`src/rtl/input_vc_arbiter.sv`:
```
// Per-input-port VC scheduler: selects an input VC, requests its output, holds the grant until last beat.
// INPUT_ARB_STRICT_PRIO_EN: strict priority between classes with per-class round-robin; otherwise one round-robin over all VCs.

module input_vc_arbiter_rr_pick #(
   parameter int W  = 3,
   parameter int IW = 2
) (
   input  logic [W-1:0]  req,
   input  logic [IW-1:0] ptr,
   output logic          any,
   output logic [IW-1:0] idx
);
   logic [2*W-1:0] dbl;
   logic [IW-1:0]  off;
   logic [IW:0]    sum;

   // rotate so that bit 0 is the pointer position, then find the first set bit
   assign dbl = {req, req} >> ptr;
   assign any = |req;

   always_comb begin
      off = '0;
      for (int k = W-1; k >= 0; k--)
         if (dbl[k]) off = IW'(k);
      sum = {1'b0, ptr} + {1'b0, off};
      if (sum >= (IW+1)'(W)) sum = sum - (IW+1)'(W);
      idx = sum[IW-1:0];
   end
endmodule

module input_vc_arbiter #(
   parameter int vc_num     = 3,
   parameter int prio_num   = 2,
   parameter int output_num = 8,
   parameter int logVcPrio  = $clog2(prio_num*vc_num),
   parameter int logOutput  = $clog2(output_num)
) (
   input  logic                                    clk,
   input  logic                                    reset,
   input  logic [prio_num*vc_num-1:0]              has_packet,
   input  logic [prio_num*vc_num-1:0][logOutput-1:0] dest_i,
   input  logic [prio_num*vc_num-1:0][logVcPrio-1:0] output_vc_i,
   input  logic                                    cts,
   input  logic                                    last,
   output logic                                    o_req,
   output logic [logOutput-1:0]                    o_dest,
   output logic [logVcPrio-1:0]                    o_output_vc,
   output logic [logVcPrio-1:0]                    selected_vc,
   output logic [prio_num*vc_num-1:0]              o_grant,
   output logic                                    o_busy
);
   localparam int N = prio_num*vc_num;

   typedef enum logic [1:0] {IDLE, REQ, GRANTED} state_t;

   state_t               state, state_n;
   logic                 load, rr_adv;
   logic [logVcPrio-1:0] pick_vc;

`ifdef INPUT_ARB_STRICT_PRIO_EN
   localparam int logPrio = (prio_num > 1) ? $clog2(prio_num) : 1;

   logic [prio_num-1:0]                cls_any;
   logic [prio_num-1:0][logVcPrio-1:0] cls_idx, rr, rr_loc;
   logic [logPrio-1:0]                 pick_cls, sel_cls;
   logic [logVcPrio-1:0]               sel_base;

   for (genvar c = 0; c < prio_num; c++) begin : g_cls
      assign rr_loc[c] = rr[c] - logVcPrio'(c*vc_num);
      input_vc_arbiter_rr_pick #(.W(vc_num), .IW(logVcPrio)) u_pick (
         .req (has_packet[c*vc_num +: vc_num]),
         .ptr (rr_loc[c]),
         .any (cls_any[c]),
         .idx (cls_idx[c])
      );
   end

   // ascending scan: the highest non-empty class overrides the lower ones
   always_comb begin
      pick_vc  = '0;
      pick_cls = '0;
      for (int c = 0; c < prio_num; c++)
         if (cls_any[c]) begin
            pick_vc  = logVcPrio'(c*vc_num) + cls_idx[c];
            pick_cls = logPrio'(c);
         end
   end

   assign sel_base = logVcPrio'(int'(sel_cls)*vc_num);

   always_ff @(posedge clk) begin
      if (reset) begin
         for (int c = 0; c < prio_num; c++) rr[c] <= logVcPrio'(c*vc_num);
         sel_cls <= '0;
      end else begin
         if (load) sel_cls <= pick_cls;
         if (rr_adv)
            rr[sel_cls] <= (selected_vc == sel_base + logVcPrio'(vc_num-1)) ?
                           sel_base : selected_vc + logVcPrio'(1);
      end
   end
`else
   logic [logVcPrio-1:0] rr;
   logic                 pick_any;

   input_vc_arbiter_rr_pick #(.W(N), .IW(logVcPrio)) u_pick (
      .req (has_packet),
      .ptr (rr),
      .any (pick_any),
      .idx (pick_vc)
   );

   always_ff @(posedge clk) begin
      if (reset)
         rr <= '0;
      else if (rr_adv)
         rr <= (selected_vc == logVcPrio'(N-1)) ? '0 : selected_vc + logVcPrio'(1);
   end
`endif

   always_comb begin
      state_n = state;
      load    = 1'b0;
      rr_adv  = 1'b0;
      case (state)
         IDLE:
            if (|has_packet) begin
               state_n = REQ;
               load    = 1'b1;
            end
         REQ:
            // cts wins over a simultaneous withdrawal
            if (cts)                           state_n = GRANTED;
            else if (!has_packet[selected_vc]) state_n = IDLE;
         GRANTED:
            if (last) begin
               state_n = IDLE;
               rr_adv  = 1'b1;
            end
         default: state_n = IDLE;
      endcase
   end

   always_ff @(posedge clk) begin
      if (reset) begin
         state       <= IDLE;
         selected_vc <= '0;
         o_dest      <= '0;
         o_output_vc <= '0;
      end else begin
         state <= state_n;
         if (load) begin
            selected_vc <= pick_vc;
            o_dest      <= dest_i[pick_vc];
            o_output_vc <= output_vc_i[pick_vc];
         end
      end
   end

   assign o_req  = (state == REQ);
   assign o_busy = (state != IDLE);

   always_comb begin
      o_grant = '0;
      if (state == GRANTED) o_grant[selected_vc] = 1'b1;
   end
endmodule

```
`config.mk`:
```
export PLATFORM = sky130hd
export DESIGN_NAME = input_vc_arbiter
export DESIGN_NICKNAME = d
export VERILOG_FILES = /design/src/rtl/input_vc_arbiter.sv
export SDC_FILE = /design/constraint.sdc
export NUM_CORES = 1
export LEC_CHECK = 0
export CAP_MARGIN = 20
export CORE_MARGIN = 4
export CORE_UTILIZATION = 48
export CTS_CLUSTER_DIAMETER = 50
export DETAILED_ROUTE_END_ITERATION = 10
export GPL_ROUTABILITY_DRIVEN = 0
export HOLD_SLACK_MARGIN = 0.12
export PLACE_DENSITY = 0.87
export SLEW_MARGIN = 0
export SYNTH_ARGS = -nofsm -noshare
export SYNTH_HDL_FRONTEND = slang
export SYNTH_HIERARCHICAL = 1
export SYNTH_SLANG_ARGS = --single-unit
```
`constraint.sdc`:
```
create_clock -name clk -period 6.4 [get_ports clk]
set_input_delay 0.96 -clock clk [delete_from_list [all_inputs] [get_ports clk]]
set_output_delay 0.96 -clock clk [all_outputs]
set_load 0.005 [all_outputs]
```
## Yosys cells after proc, flatten, opt, wreduce, memory -nomap -nowiden

Cells that the tools add are included.

| word-level totals | value |
|---|---|
| input bits | 46 |
| flip-flop bits (word level) | 14 |
| output and inout bits | 17 |

| operators by class | value |
|---|---|
| equal/unequal tests | 6 |
| $add $sub $neg | 3 |
| multiplexer cells | 26 |
| shift-type cells | 1 |
| $lt $le $gt $ge | 4 |
| reductions and logical operators | 5 |

Operators by type and width:

| cell | number |
|---|---|
| two-way mux 3 bit | 10 |
| binary-select mux 3 bit (select 3 bit) | 2 |
| >> shifter 12 x 3 -> 6 bit | 1 |
| less-than comparator 3 x 4 -> 1 bit, second input constant | 2 |
| two-way mux 2 bit | 4 |
| two-way mux 1 bit | 6 |
| two-way mux 6 bit | 1 |
| case mux 2 bit (3 select lines) | 1 |
| OR reduction 6 bit | 1 |
| adder 3 x 3 -> 4 bit | 1 |
| greater-or-equal comparator 4 x 3 -> 1 bit, second input constant | 1 |
| != test 2 bit, second input constant | 2 |
| adder 3 x 1 -> 3 bit, second input constant | 1 |
| binary-select mux 1 bit (select 3 bit) | 1 |
| demux 1 bit (select 3 bit) | 1 |
| equality test 3 bit, second input constant | 1 |
| greater-or-equal comparator 3 x 1 -> 1 bit, second input constant | 1 |
| != test 3 bit, second input constant | 1 |
| AND reduction 3 bit | 1 |
| subtractor 3 bit, second input constant | 1 |
| equality test 2 x 1 -> 1 bit, second input constant | 1 |
| equality test 2 bit, second input constant | 1 |
| logical NOT 2 bit | 1 |
| nonzero test 2 bit | 1 |
| logical AND 1 bit | 1 |

## Logic depth before layout (Yosys ltp)

| depth | value |
|---|---|
| depth after elaboration | 12 |
| depth in mapped cells | 17 |
| depth with buffers taken out | 14 |

## Hierarchy

The synthesis kept the hierarchy.

Modules (own cells, without submodules):

| module | area each (µm²) | cells an instance | times used |
|---|---|---|---|
| input_vc_arbiter | 935.9 | 96 | 1 |
| input_vc_arbiter_rr_pick | 670.6 | 96 | 1 |

## Worst setup path before layout

No wires, ideal clock.

| timing | value |
|---|---|
| path kind | input-to-reg |
| start point | input port has_packet[1] |
| end point | register o_dest[1] |
| arrival | 3578 ps |
| stages on the path | 14 |
| data required time | 6266 ps |
| slack | 2689 ps |
| library setup time | 134 ps |
| path buffers | 2 |
| cells stage by stage | buf_4 > or3_1 > o211a_1 > a21oi_1 > o32ai_1 > ha_1 > fa_1 > xnor2_1 > nand3_1 > o21ai_0 > clkbuf_1 > mux4_2 > a22oi_1 > a211oi_1 |

| on the way | value |
|---|---|
| word-level cells in the longest chain between the ends | 12 |
| elaborated cells between the ends (all ways) | 16 |
| classes of those cells | 2 x add/sub; 1 x order compare; 1 x shift; 11 x mux; 1 x reduce/logical |

Ends and longest elaborated chain:

| item | line | source |
|---|---|---|
| start, declared | 40 | `input logic [prio_num*vc_num-1:0] has_packet,` |
| >> shifter 12 x 3 -> 6 bit (*) | 18 | `assign dbl = {req, req} >> ptr;` |
| two-way mux 3 bit (5 in a row) | 24 | `if (dbl[k]) off = IW'(k);` |
| two-way mux 3 bit (*) | 24 |  |
| adder 3 x 3 -> 4 bit (*) | 25 | `sum = {1'b0, ptr} + {1'b0, off};` |
| greater-or-equal comparator 4 x 3 -> 1 bit or subtractor 3 bit (tied branches) | 26 | `if (sum >= (IW+1)'(W)) sum = sum - (IW+1)'(W);` |
| two-way mux 3 bit (*) | 26 |  |
| named net pick_vc[1] | 58 | `logic [logVcPrio-1:0] pick_vc;` |
| binary-select mux 3 bit (select 3 bit) (*) | 154 | `o_dest <= dest_i[pick_vc];` |
| two-way mux 3 bit (not written as such) (*) | 154 |  |
| end signal, assigned | 154 |  |
| end, declared | 46 | `output logic [logOutput-1:0] o_dest,` |

The timed path passes the listed nets; every way through them passes the cells marked *. The select of a mux whose other input is x is not followed.
A chain may end at the register's enable or synchronous reset.

## Worst setup path after layout

| timing | value |
|---|---|
| start point | input port has_packet[2] |
| end point | register o_output_vc[1] |

| on the way | value |
|---|---|
| word-level cells in the longest chain between the ends | 12 |
| elaborated cells between the ends (all ways) | 16 |
| classes of those cells | 2 x add/sub; 1 x order compare; 1 x shift; 11 x mux; 1 x reduce/logical |

Ends and longest elaborated chain:

| item | line | source |
|---|---|---|
| >> shifter 12 x 3 -> 6 bit (*) | 18 |  |
| two-way mux 3 bit (5 in a row) | 24 |  |
| two-way mux 3 bit (*) | 24 |  |
| adder 3 x 3 -> 4 bit (*) | 25 |  |
| greater-or-equal comparator 4 x 3 -> 1 bit or subtractor 3 bit (tied branches) | 26 |  |
| two-way mux 3 bit (*) | 26 |  |
| named net pick_vc[2] | 58 |  |
| binary-select mux 3 bit (select 3 bit) (*) | 155 | `o_output_vc <= output_vc_i[pick_vc];` |
| two-way mux 3 bit (not written as such) (*) | 155 |  |
| end signal, assigned | 155 |  |
| end, declared | 47 | `output logic [logVcPrio-1:0] o_output_vc,` |

Marked as above.

==> results.py <==
metrics = {
    "status": {
        "status": "finished clean",
    },
    "synth": {
        "syn_area_mm2": 0.00160,
        "synthCells": 190,
        "syn-num-nets": 240,
        "synth_warnings": 6,
        "syn_area_per_cell_um2": 8.41,
    },
    "timing": {
        "finalCriticalPeriod_ns": 4.46,
        "rsz0062_at_grt": "no",
        "fmax_mhz": 224,
        "hold_viol": 0,
        "worst_pin_slew_ns": 0.657,
        "clock_skew_ns": 0.00127,
        "maxSlewViolCount": 0,
        "worst_hold_slack_ns": 0.501,
        "setup_slack_ns": 1.94,
        "fin_tns_setup_ns": 0,
        "slew_headroom_pct": 56.1,
        "finalSetupViolations": 0,
        "post-route-period-util_pct": 69.6,
    },
    "critical_path": {
        "reg2reg_slack_ns": 2.53,
        "cp.depth": 14,
        "r2r.worst_path.cells": 13,
        "crit_family": "simple AND/OR/NAND/NOR gates",
        "arrival_ns": 4.65,
        "reg2reg_from": "rr[2]",
        "crit_end": "o_output_vc[1]",
        "critPathLaunch": "has_packet[2]",
        "cp-start-kind": "input pin",
        "required_ns": 6.60,
        "cpPeakStageDelay_ns": 0.80,
        "path_max_fanout": 14,
        "path_buf_inv": 2,
        "rr_endpoint": "o_output_vc[1]",
        "crit_chain": "clkdlybuf4s50_1, and4b_1, a21oi_1, and3_1, o211ai_1, o32ai_1, ha_1, fa_1, or2_2, o21ai_0, inv_1, nor2_1, a22oi_1, a211oi_1",
        "path_class": "input pin to register",
        "cp_slowest_cell": "clkdlybuf4s50_1",
        "critPathCaptureType": "register",
    },
    "pwr": {
        "sequentialPowerShare_pct": 31.3,
        "switching_share_pct": 33.1,
        "p_sw_w": 0.000117,
        "ir_drop_mv": 0.0812,
        "p_int_w": 0.000236,
        "p_total_w": 0.000352,
        "comb_power_share_pct": 49.9,
        "p_leak_nw": 0.796,
        "power_density_mw_per_mm2": 160,
        "p_clk_share_pct": 18.7,
    },
    "floorplanning": {
        "die_h_um": 65.7,
        "io_pins": 63,
        "dieArea_mm2": 0.00432,
        "core_area_mm2": 0.00313,
        "start_util_pct": 51.1,
        "die_w_um": 65.7,
        "fp-row-count": 20,
    },
    "global_routing": {
        "grt_max_degree": 31,
        "grt_pass1_vias": 1608,
        "grt_pass1_wl_um": 7420,
        "track_usage_pct": 22.1,
        "antenna_found_initial": 0,
        "overflow": 0,
    },
    "detailed_routing": {
        "wirelength_um": 4620,
        "drt-initial-drc-count": 214,
        "vias": 1674,
        "route.detailed.wl_per_inst_um": 16.2,
        "drc_errors": 0,
        "firstDrtPassIters": 4,
        "ant_nets": 0,
        "vias_per_cell": 5.87,
    },
    "clock_network": {
        "postCtsSetupBuffers": 0,
        "cts-root-buf": "clkbuf_4",
        "path_clk_slew_ns": 0.09,
        "cts_tree": "built",
        "cts_sinks": 14,
        "post_cts_resized": 0,
        "cts_made_buffers": 3,
        "clk_latency_ns": 0.29,
        "ctsLongestPathBuffers": 2,
        "h-tree-depth": 1,
        "postCtsHoldBufs": 0,
    },
    "layout": {
        "nets": 292,
        "layout-drive-gt1-share_pct": 11.2,
        "final-instance-count-excl-fill": 285,
        "diodes": 0,
        "syn2layout_area_growth_pct": 37.5,
    },
    "placed_design": {
        "pre_cts_ws_ns": 1.43,
        "placedCellCount": 280,
        "io_buffers": 62,
        "hpwl_um": 3530,
    },
    "run": {
        "cap_violations": 0,
    },
    "min_path": {
        "min_path_type": "register to register",
    },
}
[cells in the final DEF (no fill, tap or decap), drive strengths merged, types with 2 or more instances in the layout]
cell type / count
clkbuf: 4
xnor2: 2
clkdlybuf4s50: 62
o31ai: 2
a21oi: 11
o211ai: 3
or2: 2
mux2i: 10
nor2: 31
mux4: 8
o21ai: 6
inv: 7
nand2b: 4
ha: 3
dfxtp: 14
o21bai: 2
a22oi: 7
a211oi: 10
nor3: 7
nand4: 2
nand3: 3
mux2: 8
buf: 2
nand2: 8
a31oi: 2
nor3b: 2
nor2b: 5
[flip-flops by register name, summed over array words and instances (netlist names)]
register and cells:
o_dest 3, state 2, rr 3, selected_vc 3, o_output_vc 3
[layer usage]
layer  global-route usage, %  up-vias  part of all wire [%]
met1                    25.6      777                    40
met4                    7.77        0                   1.6
met3                    5.81        8                   8.5
met5                       0        -                     0
li1                        -      811                     -
met2                    38.9       78                    50
[metrics by stage]
step	util, %	area [um^2]
3_5_place_dp	68.9	2160
6_report	70.2	2200
5_1_grt	70.2	2200
2_1_floorplan	-	1600
3_3_place_gp	68.9	2160
4_1_cts	70.1	2190
[area by class of cell]
cell class	count	area, um^2
multi-input combinational	152	1170
fill	239	931
timing repair buffer	64	633
sequential	14	280
tap	44	55.1
clock buffer	4	36.3
inverter	7	26.3
[how the worst min path moves through the flow]
stage                         from        endpoint  cells past startpoint
floorplan                    rr[0]           rr[0]                      2
global placement    o_output_vc[2]  o_output_vc[2]                      2
detailed placement       o_dest[1]       o_dest[1]                      2
CTS                 o_output_vc[2]  o_output_vc[2]                      2
global route        o_output_vc[2]  o_output_vc[2]                      2
finish              o_output_vc[2]  o_output_vc[2]                      2
[tightest hold or removal path: stages, from the launching register on]
cell	delay (ns)
dfxtp_1	0.32
nor2_1	0.09
a211oi_1	0.05
[power groups by stage]
stage | registers, W | logic [W] | clock network, W
global route | 0.000112 | 0.000190 | 0.0000712
global placement | 0.000112 | 0.000171 | 0
CTS | 0.000110 | 0.000175 | 0.0000671
detailed placement | 0.000113 | 0.000174 | 0
floorplan | 0.000107 | 0.000114 | 0
finish | 0.000110 | 0.000176 | 0.0000660
No activity file was read; power rests on OpenSTA's default activity.
